--- src/rtl/serial_adder_pkg.sv ---
// Shared types and constants for the bit-serial NOR adder.
// Latency: n/a (declarations only).
// Backpressure: n/a.
package serial_adder_pkg;

  localparam int DEFAULT_WIDTH = 8;

  typedef enum logic [1:0] {
    IDLE = 2'd0,
    RUN  = 2'd1,
    DONE = 2'd2
  } state_e;

  // Bit counter only has to reach WIDTH-1, so $clog2(WIDTH) bits suffice.
  function automatic int cnt_width(input int w);
    return (w < 2) ? 1 : $clog2(w);
  endfunction

endpackage

--- src/rtl/fa_nor.sv ---
// One-bit full adder built purely from 2-input NOR gates.
// Latency: combinational.
// Backpressure: none.
module fa_nor (
  input  logic a,
  input  logic b,
  input  logic c_in,
  output logic sum,
  output logic carry
);

  logic n1, n2, n3, n4, n5, n6, n7;

  // n4 = XNOR(a,b) from the classic four-NOR cell.
  assign n1 = ~(a | b);
  assign n2 = ~(a | n1);
  assign n3 = ~(b | n1);
  assign n4 = ~(n2 | n3);

  // Second cell: XNOR(XNOR(a,b), c_in) = a ^ b ^ c_in.
  assign n5 = ~(n4 | c_in);
  assign n6 = ~(n4 | n5);
  assign n7 = ~(c_in | n5);
  assign sum = ~(n6 | n7);

  // carry = (a|b) & ~((a^b) & ~c_in), reusing n1 and n5.
  assign carry = ~(n1 | n5);

endmodule

--- src/rtl/serial_adder_nor.sv ---
// Bit-serial adder, LSB first, one NOR full adder per cycle; reports carry and signed overflow.
// Latency: result valid WIDTH edges after the accept edge.
// Backpressure: result held in DONE until out_ready; in_ready only in IDLE.
module serial_adder_nor
  import serial_adder_pkg::*;
#(
  parameter int WIDTH = DEFAULT_WIDTH
) (
  input  logic             clk,
  input  logic             rst_n,
  input  logic             in_valid,
  output logic             in_ready,
  input  logic [WIDTH-1:0] a,
  input  logic [WIDTH-1:0] b,
  input  logic             c_in,
  output logic             out_valid,
  input  logic             out_ready,
  output logic [WIDTH-1:0] sum,
  output logic             c_out,
  output logic             overflow,
  output logic             busy
);

  localparam int            CW         = cnt_width(WIDTH);
  localparam logic [CW-1:0] LAST_CNT   = CW'(WIDTH - 1);
  localparam logic [CW-1:0] MSB_IN_CNT = CW'(WIDTH - 2);

  state_e           state_q, state_d;
  logic [WIDTH-1:0] a_q, a_d;
  logic [WIDTH-1:0] b_q, b_d;
  logic [WIDTH-1:0] sum_q, sum_d;
  logic [CW-1:0]    cnt_q, cnt_d;
  logic             carry_q, carry_d;
  logic             cmsb_q, cmsb_d;
  logic             c_out_q, c_out_d;
  logic             ovf_q, ovf_d;

  logic fa_sum, fa_carry;

  fa_nor u_fa (
    .a     (a_q[0]),
    .b     (b_q[0]),
    .c_in  (carry_q),
    .sum   (fa_sum),
    .carry (fa_carry)
  );

  // Next-state and datapath: load on accept, one bit per RUN cycle, hold in DONE.
  always_comb begin
    state_d = state_q;
    a_d     = a_q;
    b_d     = b_q;
    sum_d   = sum_q;
    cnt_d   = cnt_q;
    carry_d = carry_q;
    cmsb_d  = cmsb_q;
    c_out_d = c_out_q;
    ovf_d   = ovf_q;
    case (state_q)
      IDLE: begin
        if (in_valid) begin
          a_d     = a;
          b_d     = b;
          carry_d = c_in;
          cnt_d   = '0;
          state_d = RUN;
        end
      end
      RUN: begin
        a_d     = a_q >> 1;
        b_d     = b_q >> 1;
        sum_d   = {fa_sum, sum_q[WIDTH-1:1]};
        carry_d = fa_carry;
        // Carry out of bit WIDTH-2 is the carry into the MSB.
        if (cnt_q == MSB_IN_CNT) begin
          cmsb_d = fa_carry;
        end
        if (cnt_q == LAST_CNT) begin
          // Counter parks at WIDTH-1 rather than wrapping.
          c_out_d = fa_carry;
          ovf_d   = cmsb_q ^ fa_carry;
          state_d = DONE;
        end else begin
          cnt_d = cnt_q + CW'(1);
        end
      end
      DONE: begin
        if (out_ready) begin
          state_d = IDLE;
        end
      end
      default: state_d = IDLE;
    endcase
  end

  // State and datapath registers; reset aborts any operation in flight.
  always_ff @(posedge clk or negedge rst_n) begin
    if (!rst_n) begin
      state_q <= IDLE;
      a_q     <= '0;
      b_q     <= '0;
      sum_q   <= '0;
      cnt_q   <= '0;
      carry_q <= 1'b0;
      cmsb_q  <= 1'b0;
      c_out_q <= 1'b0;
      ovf_q   <= 1'b0;
    end else begin
      state_q <= state_d;
      a_q     <= a_d;
      b_q     <= b_d;
      sum_q   <= sum_d;
      cnt_q   <= cnt_d;
      carry_q <= carry_d;
      cmsb_q  <= cmsb_d;
      c_out_q <= c_out_d;
      ovf_q   <= ovf_d;
    end
  end

  assign in_ready  = (state_q == IDLE);
  assign busy      = (state_q == RUN);
  assign out_valid = (state_q == DONE);
  assign sum       = sum_q;
  assign c_out     = c_out_q;
  assign overflow  = ovf_q;

endmodule

--- config.mk ---
export PLATFORM = sky130hd
export DESIGN_NAME = serial_adder_nor
export DESIGN_NICKNAME = d
export VERILOG_FILES = /design/src/rtl/serial_adder_pkg.sv /design/src/rtl/fa_nor.sv /design/src/rtl/serial_adder_nor.sv
export SDC_FILE = /design/constraint.sdc
export NUM_CORES = 1
export LEC_CHECK = 0
export ABC_AREA = 1
export CAP_MARGIN = 25
export CELL_PAD_IN_SITES_DETAIL_PLACEMENT = 1
export CELL_PAD_IN_SITES_GLOBAL_PLACEMENT = 2
export CORE_UTILIZATION = 31
export CTS_CLUSTER_SIZE = 8
export DETAILED_ROUTE_END_ITERATION = 10
export GPL_ROUTABILITY_DRIVEN = 0
export GPL_TIMING_DRIVEN = 0
export HOLD_SLACK_MARGIN = 0.06
export PLACE_DENSITY_LB_ADDON = 0.05
export SYNTH_ARGS = -nofsm -noshare
export SYNTH_HDL_FRONTEND = slang
export SYNTH_HIERARCHICAL = 1
export SYNTH_SLANG_ARGS = --single-unit
--- constraint.sdc ---
create_clock -name clk -period 3.6 [get_ports clk]
set_input_delay 0.36 -clock clk [delete_from_list [all_inputs] [get_ports clk]]
set_output_delay 0.36 -clock clk [all_outputs]
set_load 0.02 [all_outputs]
### Word level (Yosys, flattened, before mapping)

Cells that the tools add are included.

| word-level totals | value |
|---|---|
| flip-flop bits (word level) | 33 |
| bits in latches | 0 |
| RAM bits | 0 |
| bits in read-only memories | 0 |
| input bits | 21 |
| output and inout bits | 13 |
| word-level logic and storage cells | 57 |
| memories | 0 |

| cells by class | value |
|---|---|
| $add $sub $neg | 1 |
| $mul | 0 |
| divide/modulo/power cells | 0 |
| $lt $le $gt $ge | 0 |
| eq/ne operators | 8 |
| shift-type cells | 0 |
| mux-type cells | 13 |
| bitwise operators | 19 |
| reduce and logical (&&, ||, !) cells | 7 |

Operators by type and width:

| kind | count |
|---|---|
| $pmux 8 s2 | 2 |
| $mux 8 | 2 |
| $not 1->1 | 9 |
| $or 1x1->1 | 9 |
| $eq 3x3->1 const B | 2 |
| $mux 2 | 3 |
| $mux 3 | 2 |
| $pmux 2 s3 | 1 |
| $pmux 3 s2 | 1 |
| $reduce_and 2->1 | 3 |
| $reduce_and 3->1 | 2 |
| $ne 2x1->1 const B | 2 |
| $ne 2x2->1 const B | 2 |
| $add 3x1->3 const B | 1 |
| $eq 2x1->1 const B | 1 |
| $eq 2x2->1 const B | 1 |
| $logic_not 2->1 | 1 |
| $pmux 1 s2 | 1 |
| $reduce_bool 2->1 | 1 |
| $mux 1 | 1 |
| $xor 1x1->1 | 1 |

### Longest topological paths before layout

Gate-level depths: netlist (run 1).

| logic depth | value |
|---|---|
| depth in word-level cells | 12 |
| mapped depth | 7 |
| gate-level depth less buffers | 7 |

### Modules after synthesis

Netlist (run 1), hierarchy kept.

By module, submodules not included:

| module | instances | cells each | area each (µm²) | seq. area each (µm²) |
|---|---|---|---|---|
| serial_adder_nor | 1 | 199 | 1565.3 | 825.8 |
| fa_nor | 1 | 6 | 38.8 | 0.0 |

### Worst setup path before layout (run 1)

No wires, ideal clock.

| timing | value |
|---|---|
| kind | reg-to-reg |
| from | register state_q[0] |
| to | register cnt_q[0] |
| library setup time | 0.118 ns |
| arrival time | 1.289 ns |
| required time | 3.482 ns |
| path slack | 2.193 ns |
| stages on the path, launching flop included | 6 |
| buffers on the path | 1 |
| period minus slack after synthesis | 1.407 ns |
| cells stage by stage | dfrtp_1 > buf_6 > nor2_1 > nand2_1 > nand3_1 > nand2_1 |

| between the ends | value |
|---|---|
| longest elaborated chain between the ends | 3 |
| elaborated cells on any way between the ends | 7 |
| those cells by class | eq/ne (3); mux (1); reduce/logical (3) |

Ends and longest elaborated chain:

| element | RTL line | source |
|---|---|---|
| from (decl) | serial_adder_nor.sv:28 | `state_e state_q, state_d;` |
| from (signal assigned) | serial_adder_nor.sv:109 | `state_q <= state_d;` |
| $logic_not 2->1 (*) | n/a |  |
| named net in_ready | serial_adder_nor.sv:12 | `output logic in_ready,` |
| $ne 2x2->1 (no line) / $reduce_bool 2->1 (equally long branches) | n/a |  |
| $reduce_and 3->1 (no line) | n/a |  |
| to (signal assigned) | serial_adder_nor.sv:113 | `cnt_q <= cnt_d;` |
| to (decl) | serial_adder_nor.sv:32 | `logic [CW-1:0] cnt_q, cnt_d;` |

The timed path passes the listed nets; every way through them passes the cells marked *.
A chain may end at the register's enable or synchronous reset.

### Worst setup path after layout (run 1)

| timing | value |
|---|---|
| from | register state_q[0] |
| to | output busy |

| between the ends | value |
|---|---|
| longest elaborated chain between the ends | 1 |

Ends and longest elaborated chain:

| element | RTL line | source |
|---|---|---|
| $eq 2x1->1 | serial_adder_nor.sv:122 | `assign busy = (state_q == RUN);` |
| to (decl) | serial_adder_nor.sv:21 | `output logic busy` |

Every way passes these cells.

==> flow_summary.json, run 1 <==
{
  "setup_viol": 0,
  "utilization_pct": 43.30,
  "async_flop_share_pct": 100.0,
  "clock_sinks": 33,
  "post_cts_resized": 0,
  "max_stage_delay_ns": 0.61,
  "end_kind": "output pin",
  "critical_path.most_common_cell": "buf_6",
  "cts_buffer_depth": 2,
  "hpwlAfterDp_um": 2850,
  "finalSetupTns_ns": 0,
  "synthFlopType": "dfrtp_1",
  "overflow": 0,
  "startpoint_type": "flop",
  "finalWirelength_um": 3978,
  "synth_fp_nets": 230,
  "final_common_cell": "nand2_1",
  "syn_to_final_growth_pct": 30.89,
  "multi_input_area_um2": 668.1,
  "mostFrequentLayoutCells": "109 x nand2_1, 33 x dfrtp_1, 32 x clkdlybuf4s50_1, 20 x nand3_1, 11 x inv_1",
  "grt_use_total_pct": 16.73,
  "die_h_um": 73.93,
  "yosysSeqAreaShare_pct": 51.48,
  "hold_viol": 0,
  "layout-drive-gt1-share_pct": 8.571,
  "worst_ir_drop_vdd_mv": 0.3229,
  "crit_chain": "buf_6 > inv_2 > nor2_2 > buf_6 > clkdlybuf4s50_1",
  "cts-buffers-inserted": 5,
  "path_max_fanout": 10,
  "cts_hold_buf": 0,
  "fmax_mhz": 457.0,
  "status": "finished clean",
  "critPathTopFamily": "buffers and inverters",
  "initial_utilization_pct": 33.08,
  "grt_max_degree": 34,
  "die-area_um2": 5466,
  "period_share_pct": 60.78,
  "swShare_pct": 42.52,
  "fin_worst_skew_ns": 0.005763,
  "vias": 1427,
  "htreeDepth": 2,
  "p_leak_nw": 1.102,
  "port_buffers": 33,
  "rsz0062_at_grt": "no",
  "path_class": "reg -> out",
  "dr.pass1.iters": 4,
  "grt_antenna_before_repair": 0,
  "via_per_inst": 4.574,
  "top_level_ports": 34,
  "clock_power_share_pct": 15.7,
  "reg2reg_from": "state_q[1]",
  "cts_root_buf": "clkbuf_8",
  "worst_slew_pin_slew_ns": 0.7576,
  "pwr-share-comb_pct": 49.3,
  "postSynthCellCount": 205,
  "grt_first_pass_wirelength_um": 6789,
  "maxCapViolations": 0,
  "relSlewSlack_pct": 49.49,
  "avgSynthCellArea_um2": 7.825,
  "share_seq_of_total_power_pct": 35.0,
  "required_ns": 3.24,
  "regArea_um2": 825.8,
  "critPathLaunch": "state_q[0]",
  "coreArea_um2": 4848,
  "slew_viol_final": 0,
  "ant_nets": 0,
  "ys_types": 18,
  "yosysWarnings": 6,
  "synth_edf_count": 0,
  "cp_data_arrival_time_ns": 1.83,
  "cp_num_buf_inv": 4,
  "die_w_um": 73.93,
  "post_cts_buffers": 0,
  "nets": 270,
  "drtIter0Drc": 78,
  "grt_pass1_vias": 1482,
  "postSynthRegisterBits": 33,
  "power.density_nw_per_um2": 864.8,
  "fin_crit_ns": 2.188,
  "n_fill_cell": 600,
  "synth.cell_area_um2": 1604,
  "cts_tree": "built",
  "p_switching_mw": 0.7720,
  "critPathSlowestCell": "clkdlybuf4s50_1",
  "p_int_mw": 1.044,
  "diodes": 0,
  "clock_latency_ns": 0.28,
  "hold_class": "in -> async",
  "drc": 0,
  "path_clk_slew_ns": 0.07,
  "fp-row-count": 25,
  "wl_per_cell_um": 12.75
}
[worst register-to-register path: cells and delay by family (launching register included)]
| kind | cells | cell delay [ns] |
|---|---|---|
| DFF | 1 | 0.42 |
| buffers and inverters | 3 | 0.56 |
| AOI/OAI and AO/OA | 1 | 0.15 |
| and+or+nand+nor | 2 | 0.15 |
[flip-flops by register name, summed over array words and instances, names as in the netlist]
signal,cells
a_q,8
b_q,8
c_out,1
carry_q,1
cmsb_q,1
cnt_q,3
overflow,1
state_q,2
sum,8
[power groups by stage]
| stage | Clock [mW] | Combinational [mW] | Sequential (mW) |
|---|---|---|---|
| 2_1_floorplan | 0 | 0.544 | 0.678 |
| 3_3_place_gp | 0 | 0.869 | 0.632 |
| 3_5_place_dp | 0 | 0.911 | 0.642 |
| 4_1_cts | 0.294 | 0.915 | 0.636 |
| 5_1_grt | 0.304 | 1.02 | 0.658 |
| 6_report | 0.284 | 0.896 | 0.636 |
[stage by stage]
step,cells,power [mW],hold WS [ns],area [um2],worst slack (ns)
floorplan,205,1.223,0.06441,1604,2.193
global placement,305,1.502,0.4633,2018,1.433
detailed placement,305,1.553,0.4649,2013,1.708
CTS,312,1.845,0.1704,2100,1.390
global route,312,1.984,0.2121,2100,1.324
finish,312,1.816,0.1444,2100,1.412
[final timing paths]
path	end	slack, ns	cells past startpoint
worst max-delay path	busy	1.41	5
worst min-delay path	overflow	0.14	1
worst max register to register	a_q[5]	2.27	6
worst min register to register	sum[0]	0.48	2
max in group asynchronous	a_q[3]	2.97	1
min in group clk	sum[0]	0.48	2
[cells by family (layout without fill, tap and decap cells)]
group / count (synthesis) / in the layout / share of synthesized area [%]
fa+ha+maj: 4 / 4 / 3.588
xor+xnor: 1 / 1 / 0.5461
simple gates: 136 / 136 / 33.85
compound gates: 9 / 9 / 3.666
flops: 33 / 33 / 51.48
buf+inv: 22 / 62 / 6.864
[final cells by class]
| class | count | area share (%) |
|---|---|---|
| sequential | 33 | 39.33 |
| multi-input combinational | 150 | 31.82 |
| timing repair buffer | 33 | 15.49 |
| clock buffer | 7 | 4.112 |
| tap | 67 | 3.993 |
| buffer | 8 | 2.741 |
| inverter | 14 | 2.503 |
[synth_stat cells (2+ instances only)]
cell,count,share of area (%)
buf_4,2,0.94
inv_1,11,2.6
o21ai_0,7,2.2
nand2_1,109,26
nand3_1,20,6.2
ha_1,3,2.3
dfrtp_1,33,51
buf_6,2,1.4
inv_2,3,0.70
buf_2,4,1.2
nor2_1,4,0.94
[routing by layer]
layer	GRT usage (%)	wire length [um]
met2	28.48	1885
met4	6.410	56
met1	20.46	1868
met5	0	0
met3	4.065	168
(Power assumes the default switching activity.)
==> inputs of run 2 (changes only) <==
--- a/config.mk
+++ b/config.mk
@@ -9,7 +9,7 @@
 export CAP_MARGIN = 25
 export CELL_PAD_IN_SITES_DETAIL_PLACEMENT = 1
 export CELL_PAD_IN_SITES_GLOBAL_PLACEMENT = 2
-export CORE_UTILIZATION = 31
+export CORE_UTILIZATION = 28
 export CTS_CLUSTER_SIZE = 8
 export DETAILED_ROUTE_END_ITERATION = 10
 export GPL_ROUTABILITY_DRIVEN = 0
==> constraint.sdc (replaced) <==
create_clock -name clk -period 2.3 [get_ports clk]
set_input_delay 0.23 -clock clk [delete_from_list [all_inputs] [get_ports clk]]
set_output_delay 0.23 -clock clk [all_outputs]
set_load 0.02 [all_outputs]
==> run 2 against run 1 <==
  * Clock skew grew 0.00089 ns
  * Clock-buffer cell count shrank 1
  * Non-clock buffer count grew 1
  * Hold slack gained 0.33 ns
  * Flip-flop and latch count is the same
  * Sequential power grew 56%
  * Power grew 63%
  * Utilization shrank 4.3 points
  * Worst setup slack lost 1.2 ns
  * Cell count grew 2.2%
  * Critical path type unchanged
==> flow_summary.json, run 2 (synthesis gave the netlist of run 1 again) <==
{
  "drtIter0Drc": 53,
  "nets": 271,
  "grt_first_pass_wirelength_um": 6975,
  "coreArea_um2": 5507,
  "worst_slew_pin_slew_ns": 0.7658,
  "overflow": 0,
  "top_level_ports": 34,
  "relSlewSlack_pct": 48.95,
  "finalWirelength_um": 4022,
  "pwr-share-comb_pct": 47.0,
  "p_switching_mw": 1.218,
  "clock_sinks": 33,
  "p_int_mw": 1.746,
  "path_clk_slew_ns": 0.07,
  "layout-drive-gt1-share_pct": 9.312,
  "drc": 0,
  "p_total_mw": 2.965,
  "worst_ir_drop_vdd_mv": 0.5362,
  "clock_power_share_pct": 19.6,
  "die_h_um": 77.69,
  "period_share_pct": 90.34,
  "cts-buffers-inserted": 5,
  "hold_class": "reg -> reg",
  "die_w_um": 77.69,
  "startpoint_type": "flop",
  "grt_antenna_before_repair": 0,
  "power.density_nw_per_um2": 1379,
  "path_max_fanout": 10,
  "final_common_cell": "nand2_1",
  "critPathSlowestCell": "clkdlybuf4s50_1",
  "required_ns": 2.07,
  "cts_buffer_depth": 2,
  "cts_tree": "built",
  "ant_nets": 0,
  "vias": 1433,
  "mostFrequentLayoutCells": "109 x nand2_1, 33 x dfrtp_1, 32 x clkdlybuf4s50_1, 20 x nand3_1, 11 x inv_1",
  "status": "finished clean",
  "via_per_inst": 4.492,
  "share_seq_of_total_power_pct": 33.4,
  "initial_utilization_pct": 29.13,
  "htreeDepth": 2,
  "fmax_mhz": 481.3,
  "cts_root_buf": "clkbuf_8",
  "rsz0062_at_grt": "no",
  "crit_chain": "buf_6 > nor2_1 > clkdlybuf4s50_1",
  "fp-row-count": 27,
  "cp_data_arrival_time_ns": 1.85,
  "swShare_pct": 41.09,
  "slew_viol_final": 0,
  "die-area_um2": 6036,
  "max_stage_delay_ns": 0.67,
  "diodes": 0,
  "hold_viol": 0,
  "setup_viol": 0,
  "maxCapViolations": 0,
  "fin_worst_skew_ns": 0.006655,
  "grt_pass1_vias": 1473,
  "port_buffers": 33,
  "grt_use_total_pct": 14.89,
  "hpwlAfterDp_um": 2912,
  "path_class": "reg -> out",
  "syn_to_final_growth_pct": 34.01,
  "wl_per_cell_um": 12.61,
  "grt_max_degree": 34,
  "end_kind": "output pin",
  "fin_crit_ns": 2.078,
  "p_leak_nw": 1.119,
  "dr.pass1.iters": 4,
  "clock_latency_ns": 0.29,
  "finalSetupTns_ns": 0
}
[run 2: final timing paths]
kind | start | end | slack (ns) | cells after the start
worst min register to register | b_q[6] | b_q[6] | 0.48 | 2
max in group asynchronous | rst_n | b_q[4] | 1.26 | 2
worst max-delay path | state_q[0] | in_ready | 0.22 | 3
worst max register to register | state_q[0] | cnt_q[0] | 0.94 | 5
worst min-delay path | b_q[6] | b_q[6] | 0.48 | 2
min in group asynchronous | rst_n | sum[4] | 0.55 | 2
[run 2: through the flow]
stage | worst slack, ns | util [%] | cells | area (um2) | hold slack (ns)
after floorplan | 0.8931 | - | 205 | 1604 | -0.06559
after global placement | 0.2667 | 36.76 | 310 | 2024 | 0.4633
after detailed placement | 0.5332 | 36.67 | 310 | 2019 | 0.3478
after CTS | 0.2008 | 39.04 | 319 | 2150 | 0.4813
after global routing | 0.1255 | 39.04 | 319 | 2150 | 0.5119
final | 0.2222 | 39.04 | 319 | 2150 | 0.4784
[run 2: worst max-delay path, delay by kind of cell (launching register included)]
| family | cells | cell delay, ns |
|---|---|---|
| flops | 1 | 0.44 |
| buf+inv | 2 | 0.84 |
| simple gates | 1 | 0.27 |
[run 2: final cells by class]
| cell class | instances | area, um2 |
|---|---|---|
| fillers | 658 | 3357 |
| flip-flops and latches | 33 | 825.8 |
| multi-input cells | 150 | 668.1 |
| repair buffers | 34 | 335.3 |
| well taps | 72 | 90.09 |
| clock buffers | 6 | 82.58 |
| plain buffers | 8 | 57.56 |
| inverters | 14 | 52.55 |
| clock inverters | 2 | 37.54 |
[run 2: power groups by stage]
stage | registers, mW | clock network [mW] | logic, mW
2_1_floorplan | 1.06 | 0 | 0.852
5_1_grt | 1.03 | 0.618 | 1.60
4_1_cts | 0.994 | 0.596 | 1.43
6_report | 0.991 | 0.580 | 1.39
3_3_place_gp | 0.989 | 0 | 1.37
3_5_place_dp | 1.00 | 0 | 1.42
[run 2: timing repair]
item | CTS | global route
resized for setup | 0 | 0
hold buffers | 1 | 0
buffers inserted | 0 | 0
hold endpoints to repair | 33 | 0
[run 2: routing by layer]
metal  vias to the layer above  part of all wire, %  GRT usage (%)
met5                         -                    0              0
met4                         0                  1.5          5.094
li1                        716                    -              -
met2                        25                   48          25.22
met1                       687                   48          18.45
met3                         5                  3.2          3.529
==> inputs of run 3 (changes only) <==
--- a/config.mk
+++ b/config.mk
@@ -16,6 +16,7 @@
 export GPL_TIMING_DRIVEN = 0
 export HOLD_SLACK_MARGIN = 0.06
 export PLACE_DENSITY_LB_ADDON = 0.05
+export SLEW_MARGIN = 20
 export SYNTH_ARGS = -nofsm -noshare
 export SYNTH_HDL_FRONTEND = slang
 export SYNTH_HIERARCHICAL = 1
==> run 3 against run 2 <==
  * Cell count rose by 0.31%
  * Flip-flop and latch count did not move
  * Power fell by 5.4%
  * Utilization fell by 0.23 points
  * Via count rose by 1.3%
  * Clock-buffer cell count rose by 2
==> flow_summary.json, run 3 (synthesis gave the netlist of run 1 again) <==
{
  "status": "finished clean",
  "drc": 0,
  "htreeDepth": 2,
  "die_w_um": 77.69,
  "syn_to_final_growth_pct": 33.23,
  "path_max_fanout": 10,
  "via_per_inst": 4.538,
  "cts_root_buf": "clkbuf_8",
  "startpoint_type": "flop",
  "worst_ir_drop_vdd_mv": 0.4774,
  "grt_antenna_before_repair": 0,
  "hold_viol": 0,
  "grt_pass1_vias": 1529,
  "cts_tree": "built",
  "coreArea_um2": 5507,
  "slew_viol_final": 0,
  "relSlewSlack_pct": 78.88,
  "stdcell_count": 320,
  "post_cts_resized": 0,
  "path_clk_slew_ns": 0.06,
  "clock_latency_ns": 0.28,
  "drtIter0Drc": 59,
  "grt_first_pass_wirelength_um": 7031,
  "period_share_pct": 89.90,
  "hold_class": "in -> async",
  "final_common_cell": "nand2_1",
  "end_kind": "output pin",
  "cts_buffer_depth": 2,
  "clock_sinks": 33,
  "port_buffers": 33,
  "power.density_nw_per_um2": 1312,
  "fmax_mhz": 483.6,
  "dr.pass1.iters": 4,
  "required_ns": 2.07,
  "layout-drive-gt1-share_pct": 8.468,
  "maxCapViolations": 0,
  "placed_cells": 311,
  "utilization_pct": 38.81,
  "reg2reg_depth": 5,
  "die_h_um": 77.69,
  "ant_nets": 0,
  "grt_max_degree": 23,
  "hpwlAfterDp_um": 2985,
  "finalSetupTns_ns": 0,
  "cts-buffers-inserted": 5,
  "top_level_ports": 34,
  "rsz0062_at_grt": "no",
  "wl_per_cell_um": 12.48,
  "place_ws_ns": 0.5291,
  "path_class": "reg -> out",
  "worst_slew_pin_slew_ns": 0.3156,
  "finalWirelength_um": 3992,
  "fin_worst_skew_ns": 0.002424,
  "cp_data_arrival_time_ns": 1.84,
  "die-area_um2": 6036,
  "nets": 272,
  "setup_slack_ns": 0.2323,
  "mostFrequentLayoutCells": "109 x nand2_1, 33 x dfrtp_1, 32 x clkdlybuf4s50_1, 20 x nand3_1, 11 x inv_1",
  "initial_utilization_pct": 29.13,
  "p_leak_nw": 1.114,
  "vias": 1452,
  "grt_use_total_pct": 14.99,
  "overflow": 0,
  "fp-row-count": 27,
  "diodes": 0,
  "fin_crit_ns": 2.068,
  "setup_viol": 0
}
run 3: changes by cell type in the layout (fill, tap and decap cells not counted), sizes merged:
cell      before  now
clkinvlp       1    0
buf            9   10
clkbuf         6    8
bufinv         1    0
run 3: stage by stage:
| step | hold WS [ns] | power (mW) | cell area (um2) |
|---|---|---|---|
| after global routing | 0.4178 | 3.100 | 2137 |
| after CTS | 0.3755 | 2.865 | 2137 |
| after global placement | 0.4633 | 2.362 | 2024 |
| final | 0.3736 | 2.803 | 2137 |
| after detailed placement | 0.1451 | 2.433 | 2047 |
| after floorplan | -0.06559 | 1.914 | 1604 |
run 3: final timing paths:
path | startpoint | endpoint | slack (ns)
min | rst_n | sum[3] | 0.37
max reg2reg | state_q[0] | cnt_q[0] | 0.94
min reg2reg | b_q[7] | b_q[7] | 0.48
max | state_q[0] | in_ready | 0.23
min in group clk | b_q[7] | b_q[7] | 0.48
max in group asynchronous | rst_n | c_out | 1.51
run 3: timing repair:
item | CTS | global route
setup buffers | 0 | 0
endpoints found under the hold margin | 11 | 0
hold buffers | 1 | 0
run 3: critical path, stage by stage, from the launching register on:
cell             delay, ns
dfrtp_1               0.44
buf_6                 0.17
nor2_1                0.28
clkdlybuf4s50_1       0.67
run 3: area by class of cell:
type | instances | area (um2)
flip-flops and latches | 33 | 825.8
clock buffers | 8 | 80.08
plain buffers | 8 | 57.56
well taps | 72 | 90.09
inverters | 14 | 52.55
fillers | 664 | 3369
multi-input cells | 150 | 668.1
repair buffers | 35 | 362.8
run 3: metal layers:
metal / track usage [%] / part of all wire [%]
met5: 0 / 0
met4: 4.528 / 1.0
met3: 3.647 / 3.4
met2: 26.73 / 50
met1: 17.61 / 46
run 3: power by group:
group          total (mW)  leakage [nW]  switching, mW  internal, mW
registers           0.994         0.420          0.158         0.836
clock network       0.417        0.0395          0.202         0.215
logic                1.39         0.655          0.828         0.564
